### config.mk
export PLATFORM = sky130hd
export DESIGN_NAME = mrd_ctrl_fsm
export DESIGN_NICKNAME = d
export VERILOG_FILES = /design/src/rtl/mrd_ctrl_fsm.sv
export SDC_FILE = /design/constraint.sdc
export NUM_CORES = 1
export LEC_CHECK = 0
export BUFFER_PORTS_ARGS = -buffer_cell sky130_fd_sc_hd__buf_2
export CAP_MARGIN = 0
export CORE_AREA = 4 4 165 167
export DETAILED_ROUTE_END_ITERATION = 6
export DIE_AREA = 0 0 169 171
export PLACE_DENSITY = 0.41
export SETUP_SLACK_MARGIN = 0.4
export SLEW_MARGIN = 20
export SYNTH_ARGS = -nofsm -noshare
export SYNTH_HDL_FRONTEND = slang
export SYNTH_SLANG_ARGS = --single-unit
### constraint.sdc
create_clock -name clk -period 5.2 [get_ports clk]
set_input_delay 0.52 -clock clk [delete_from_list [all_inputs] [get_ports clk]]
set_output_delay 0.52 -clock clk [all_outputs]
set_load 0.005 [all_outputs]
### src/rtl/mrd_ctrl_fsm.sv
// mrd_ctrl_fsm -- sequencing controller for the mixed-radix DFT memory.
//
// Captures the DFT size at sink_sop and factors it, one factor per clock,
// into a radix-4/2/3/5 stage list. It then walks the memory through sink,
// one butterfly read/write pair per stage, and a one-cycle source kick.
//
// Ports:
//   clk, rst        clock, synchronous active-high reset
//   sink_sop        input frame start pulse; sink_dftpts valid with it
//   sink_ongoing    memory busy storing the input frame
//   rd_ongoing      memory butterfly-read burst active
//   wr_ongoing      memory butterfly-write burst active
//   source_ongoing  memory output burst active
//   state           phase to memory: 00 sink, 01 read, 10 write, 11 source kick
//   dftpts          captured DFT size
//   current_stage   active stage index
//   Nf              packed radix per stage, entry k at [3k+2:3k]
//   num_stages      number of valid stages
//   err_factor      pulse: size not factorable or below 2
//   err_timeout     pulse: no write burst within WR_TIMEOUT cycles
//   overrun         pulse: sink_sop seen outside SINK
module mrd_ctrl_fsm #(
    parameter int MAX_STAGES = 6,
    parameter int WR_TIMEOUT = 4095
) (
    input  logic                    clk,
    input  logic                    rst,
    input  logic                    sink_sop,
    input  logic [11:0]             sink_dftpts,
    input  logic                    sink_ongoing,
    input  logic                    rd_ongoing,
    input  logic                    wr_ongoing,
    input  logic                    source_ongoing,
    output logic [1:0]              state,
    output logic [11:0]             dftpts,
    output logic [2:0]              current_stage,
    output logic [3*MAX_STAGES-1:0] Nf,
    output logic [2:0]              num_stages,
    output logic                    err_factor,
    output logic                    err_timeout,
    output logic                    overrun
);

    localparam int          NFW  = 3 * MAX_STAGES;
    localparam int          CW   = $clog2(WR_TIMEOUT + 1);
    localparam logic [2:0]  MAXS = 3'(MAX_STAGES);

    // SRC_WAIT drives 00 like SINK but is a distinct state.
    typedef enum logic [2:0] {S_SINK, S_RD, S_WR, S_SRC, S_SRCW} fsm_e;

    fsm_e            fsm_q, fsm_d;
    logic            prev_q, prev_d;       // registered level of the watched strobe
    logic            fell_q, fell_d;       // sink_ongoing fall latched in SINK
    logic            seen_q, seen_d;       // SOP accepted in this SINK visit
    logic [CW-1:0]   cnt_q, cnt_d;
    logic [11:0]     r_q, r_d;             // factoring residual
    logic            busy_q, busy_d;
    logic            ok_q, ok_d;
    logic [NFW-1:0]  nf_q, nf_d;
    logic [2:0]      nstg_q, nstg_d;
    logic [2:0]      stage_q, stage_d;
    logic [11:0]     dft_q, dft_d;
    logic [1:0]      state_q, state_d;
    logic            errf_q, errf_d;
    logic            errt_q, errt_d;
    logic            ovr_q, ovr_d;

    logic            watch, fall, entering, wr_to;
    logic [2:0]      fac;
    logic [11:0]     r_div;
    logic            step_ok, step_fail, fdone;

    function automatic logic [1:0] enc(fsm_e s);
        case (s)
            S_RD:    enc = 2'b01;
            S_WR:    enc = 2'b10;
            S_SRC:   enc = 2'b11;
            default: enc = 2'b00;
        endcase
    endfunction

    // Strobe watched in the current state. prev_q is cleared on every state
    // entry, so a level already high at entry counts as a rise and a level
    // already low at entry is never a fall.
    always_comb begin
        watch = 1'b0;
        case (fsm_q)
            S_SINK:  watch = sink_ongoing;
            S_RD:    watch = rd_ongoing;
            S_WR:    watch = wr_ongoing;
            S_SRCW:  watch = source_ongoing;
            default: watch = 1'b0;
        endcase
    end

    assign fall  = prev_q & ~watch;
    // prev_q low with the strobe still low in WR means no rise since entry.
    assign wr_to = (fsm_q == S_WR) && !prev_q && !watch &&
                   (cnt_q == CW'(WR_TIMEOUT - 1));

    // Factor selection, highest priority first.
    always_comb begin
        fac   = 3'd0;
        r_div = r_q;
        if (r_q[1:0] == 2'b00) begin
            fac   = 3'd4;
            r_div = r_q >> 2;
        end else if (!r_q[0]) begin
            fac   = 3'd2;
            r_div = r_q >> 1;
        end else if (r_q % 12'd3 == 12'd0) begin
            fac   = 3'd3;
            r_div = r_q / 12'd3;
        end else if (r_q % 12'd5 == 12'd0) begin
            fac   = 3'd5;
            r_div = r_q / 12'd5;
        end
    end

    assign fdone     = busy_q && (r_q == 12'd1);
    assign step_fail = busy_q && (r_q != 12'd1) && ((fac == 3'd0) || (nstg_q == MAXS));
    assign step_ok   = busy_q && (r_q != 12'd1) && (fac != 3'd0) && (nstg_q != MAXS);

    // State register and all output/datapath registers.
    always_ff @(posedge clk) begin
        if (rst) begin
            fsm_q   <= S_SINK;
            prev_q  <= 1'b0;
            fell_q  <= 1'b0;
            seen_q  <= 1'b0;
            cnt_q   <= '0;
            r_q     <= '0;
            busy_q  <= 1'b0;
            ok_q    <= 1'b0;
            nf_q    <= '0;
            nstg_q  <= '0;
            stage_q <= '0;
            dft_q   <= '0;
            state_q <= '0;
            errf_q  <= 1'b0;
            errt_q  <= 1'b0;
            ovr_q   <= 1'b0;
        end else begin
            fsm_q   <= fsm_d;
            prev_q  <= prev_d;
            fell_q  <= fell_d;
            seen_q  <= seen_d;
            cnt_q   <= cnt_d;
            r_q     <= r_d;
            busy_q  <= busy_d;
            ok_q    <= ok_d;
            nf_q    <= nf_d;
            nstg_q  <= nstg_d;
            stage_q <= stage_d;
            dft_q   <= dft_d;
            state_q <= state_d;
            errf_q  <= errf_d;
            errt_q  <= errt_d;
            ovr_q   <= ovr_d;
        end
    end

    // Next-state logic.
    always_comb begin
        fsm_d = fsm_q;
        case (fsm_q)
            S_SINK: if (seen_q && ok_q && (fell_q || fall) && !sink_sop) fsm_d = S_RD;
            S_RD:   if (fall) fsm_d = S_WR;
            S_WR: begin
                if (fall)       fsm_d = (stage_q == nstg_q - 3'd1) ? S_SRC : S_RD;
                else if (wr_to) fsm_d = S_SINK;
            end
            S_SRC:  fsm_d = S_SRCW;
            S_SRCW: if (fall) fsm_d = S_SINK;
            default: fsm_d = S_SINK;
        endcase
    end

    // Output and datapath next values.
    always_comb begin
        entering = (fsm_d != fsm_q);
        prev_d   = entering ? 1'b0 : watch;
        cnt_d    = entering ? '0 : ((fsm_q == S_WR) ? cnt_q + 1'b1 : cnt_q);

        fell_d = fell_q;
        if (entering || (fsm_q == S_SINK && sink_sop)) fell_d = 1'b0;
        else if (fsm_q == S_SINK && fall)             fell_d = 1'b1;

        stage_d = stage_q;
        if (fsm_q == S_WR && fsm_d == S_RD) stage_d = stage_q + 3'd1;
        else if (fsm_d == S_SINK)           stage_d = 3'd0;

        dft_d  = dft_q;
        r_d    = r_q;
        busy_d = busy_q;
        ok_d   = ok_q;
        nf_d   = nf_q;
        nstg_d = nstg_q;
        seen_d = seen_q;
        errf_d = 1'b0;

        // A SOP in SINK always restarts capture, even mid-factoring.
        if (fsm_q == S_SINK && sink_sop) begin
            dft_d  = sink_dftpts;
            r_d    = sink_dftpts;
            nf_d   = '0;
            nstg_d = 3'd0;
            ok_d   = 1'b0;
            seen_d = 1'b1;
            if (sink_dftpts < 12'd2) begin
                busy_d = 1'b0;
                errf_d = 1'b1;
            end else begin
                busy_d = 1'b1;
            end
        end else if (step_fail) begin
            busy_d = 1'b0;
            errf_d = 1'b1;
        end else if (fdone) begin
            busy_d = 1'b0;
            ok_d   = 1'b1;
        end else if (step_ok) begin
            r_d    = r_div;
            nstg_d = nstg_q + 3'd1;
            for (int k = 0; k < MAX_STAGES; k++)
                if (3'(k) == nstg_q) nf_d[3*k +: 3] = fac;
        end

        // A new SOP is required before the next frame can start.
        if (fsm_q == S_SINK && fsm_d != S_SINK) seen_d = 1'b0;

        state_d = enc(fsm_d);
        errt_d  = wr_to;
        ovr_d   = sink_sop && (fsm_q != S_SINK);
    end

    assign state         = state_q;
    assign dftpts        = dft_q;
    assign current_stage = stage_q;
    assign Nf            = nf_q;
    assign num_stages    = nstg_q;
    assign err_factor    = errf_q;
    assign err_timeout   = errt_q;
    assign overrun       = ovr_q;

endmodule
==> results.sh <==
export IMPL_cts_buffer_depth=2
export IMPL_peakVddDrop_mv=0.1683
export IMPL_finalCritPeriodShare_pct=102.6
export IMPL_synth_xor_area_share_pct=3.707
export IMPL_critPathKind="flop to flop"
export IMPL_gp_congestion=0.8324
export IMPL_cp_slowest_cell="a2111o_1"
export IMPL_powerDensity_mw_per_mm2=283.1
export IMPL_yosys_register_bits=73
export IMPL_finalSetupViolCount=33
export IMPL_core_mm2=0.02576
export IMPL_synth_adder_area_share_pct=3.079
export IMPL_status="finished, violations left"
export IMPL_synth_edff_count=0
export IMPL_hold_class="input port to flop"
export IMPL_dpl_hpwl_mm=16.75
export IMPL_antenna_found_initial=0
export IMPL_dr_pass1_iters=7
export IMPL_most_common_layout_cells="157 x buf_4, 73 x nand2_1, 71 x nor2_1"
export IMPL_async_flop_share_pct=0
export IMPL_ctsHoldBuffers=0
export IMPL_h_tree_depth=3
export IMPL_drc=0
export IMPL_syn_to_final_growth_pct=47.30
export IMPL_synth_simple_area_share_pct=26.02
export IMPL_grt_setup_unrepaired="true"
export IMPL_relSlewSlack_pct=23.25
export IMPL_yosysTopAreaCell="dfxtp_1"
export IMPL_num_rows=59
export IMPL_worst_ep_required_time_ps=5440
export IMPL_grt_max_degree=42
export IMPL_cp_data_arrival_time_ps=5570
export IMPL_synthesis_nets=864
export IMPL_syn_area_mm2=0.006380
export IMPL_power_mw=2.661
export IMPL_avgSynthCellArea_um2=7.677
export IMPL_clkSinkCount=73
export IMPL_slowest_delay_ps=350
export IMPL_cp_top_family="compound AO/OA/AOI/OAI gates"
export IMPL_critical_path_max_fanout=8
export IMPL_grt_usage_pct=15.71
export IMPL_synth_area_top_cells="dfxtp_1 23%, a21oi_1 4.7%, nand2_1 4.5%"
export IMPL_ant_nets=0
export IMPL_wl_mm=23.26
export IMPL_crit_top_cell="buf_12"
export IMPL_cts_tree="built"
export IMPL_final_common_cell="buf_4"
export IMPL_synth_top_family_by_area="compound AO/OA/AOI/OAI gates"
export IMPL_io_buffers=59
export IMPL_grt_pass1_wl_mm=37.16
export IMPL_die_w_um=169
export IMPL_nets=1059
export IMPL_worst_setup_path_start_kind="flop"
export IMPL_die_height_um=171
export IMPL_ys_warn_count=0
export IMPL_place_ws_ps=-282.7
export IMPL_finalHoldViolations=0
export IMPL_setup_slack_ps=-134.7
export IMPL_n_antenna_cell=0
export IMPL_synth_top_area_share_pct=22.91
export IMPL_violations="negative setup slack"
export IMPL_grt_ovfl_total=0
export IMPL_clock_skew_ps=6.424
export IMPL_path_buf_inv=8
export IMPL_synth_mux_area_fraction_pct=3.609
export IMPL_initial_core_util_pct=24.76
export IMPL_fillers=2641
export IMPL_drv_cap=0
export IMPL_yosysSeqAreaShare_pct=22.91
export IMPL_finalMaxSlewViolations=0
export IMPL_wl_per_cell_um=17.03
export IMPL_min_period_ps=5335
export IMPL_numCtsBuffers=9
export IMPL_num_io_pins=60
export IMPL_fmax_mhz=187.5
export IMPL_worst_slew_pin_slew_ps=1151
export IMPL_ys_flop_type="dfxtp_1"
export IMPL_syn_inst=831
export IMPL_drive_gt1_share_pct=41.03
export IMPL_ys_types=112
export IMPL_synth_compound_area_share_pct=32.83
export IMPL_die_area_mm2=0.02890
export IMPL_clk_pin_slew_worst_paths_ps=60
export IMPL_first_global_vias=6770
export IMPL_leakage_nw=3.754
export IMPL_clock_latency_ps=330
export IMPL_dr_first_iter_drc_count=391
export IMPL_viasPerCell=5.122
export IMPL_cts_root_buffer="clkbuf_16"
export IMPL_vias=6997
export IMPL_utilization_pct=36.48
export IMPL_crit_path_end_kind="flop"
[sequential cells by signal, indices dropped and copies added, names as in the netlist]
| register | flops |
|---|---|
| Nf | 18 |
| cnt_q | 12 |
| dftpts | 12 |
| r_q | 12 |
| current_stage | 3 |
| fsm_q | 3 |
| num_stages | 3 |
| state | 2 |
| busy_q | 1 |
| err_factor | 1 |
| err_timeout | 1 |
| fell_q | 1 |
| ok_q | 1 |
| overrun | 1 |
| prev_q | 1 |
| seen_q | 1 |
[worst register-to-register path: cells and delay by family (launching register included)]
kind                       cells  cell delay (ps)
xor gates and xnor gates       1              150
and+or+nand+nor                6              720
AOI/OAI and AO/OA             11             2320
DFF                            1              330
buffers and inverters          8              930
adders and majority gates      3              790
[metal layers]
layer | vias to the layer above | wire [um] | GRT usage [%]
met5 | - | 0 | 0
met4 | 0 | 187 | 3.150
met3 | 13 | 902 | 2.126
met2 | 155 | 11020 | 25.79
met1 | 3327 | 11150 | 22.19
li1 | 3502 | - | -
[kinds of logic (layout without fill, tap and decap cells)]
logic type,count (synthesis),count (layout)
xor+xnor,27,27
fa+ha+maj,16,16
mux,22,22
flops,73,73
buf+inv,101,301
simple gates,314,314
compound gates,278,278
[final cells by class]
type	instances	area [um2]	area share, %
flip-flops and latches	73	1473	15.67
clock inverters	5	78.83	0.8388
clock buffers	11	232.7	2.476
multi-input cells	657	5019	53.40
repair buffers	259	2078	22.11
inverters	26	97.59	1.038
well taps	335	419.2	4.460
[synth_stat cells, types with 7 or more instances]
cell        n
buf_6       8
buf_2      22
nor2b_1     8
o31ai_1    11
o2111ai_1   7
inv_1      24
o22ai_1     9
nand2b_1   18
nor3b_1     9
clkbuf_1   32
xor2_1     10
o221ai_1    7
nor2_1     77
ha_1       14
mux2i_1    17
nand3_1    17
xnor2_1    17
nor4_1      9
o21ai_0    47
a21oi_1    60
nor3_1     28
dfxtp_1    73
a211oi_1   16
a31oi_1    15
a21o_1      7
nand2_1    77
nand4_1    18
o211ai_1    8
[worst paths after layout]
path | start | end | slack (ps) | depth (start not counted)
setup / recovery | r_q[9] | r_q[8] | -130 | 29
hold reg to reg | dftpts[0] | dftpts[0] | 450 | 2
hold / removal | sink_dftpts[10] | dftpts[10] | 430 | 3
setup reg to reg | r_q[9] | r_q[8] | -130 | 29
[power by group]
part	switching (mW)	internal [mW]	total [mW]	leakage [nW]
Combinational	0.709	0.698	1.41	3.00
Sequential	0.0164	0.577	0.593	0.596
Clock	0.241	0.420	0.661	0.154
[timing repair]
action / 4_1_cts / 5_1_grt
setup endpoints to repair: 34 / 34
resized for setup: 77 / 77
gates cloned: 2 / 1
setup buffers: 38 / 18
pin swaps: 45 / 48
[per-stage QoR]
step | setup TNS, ps | area [um2] | cells | hold WS, ps
detailed placement | -6415 | 7895 | 1291 | 448.0
floorplan | -133.1 | 6474 | 831 | 430.1
global placement | -6508 | 7895 | 1291 | 441.1
finish | -2480 | 9398 | 1366 | 434.8
global route | -11150 | 9398 | 1366 | 436.5
CTS | -2961 | 8835 | 1347 | 424.7
Note: power is estimated with default switching activity, not from simulation.
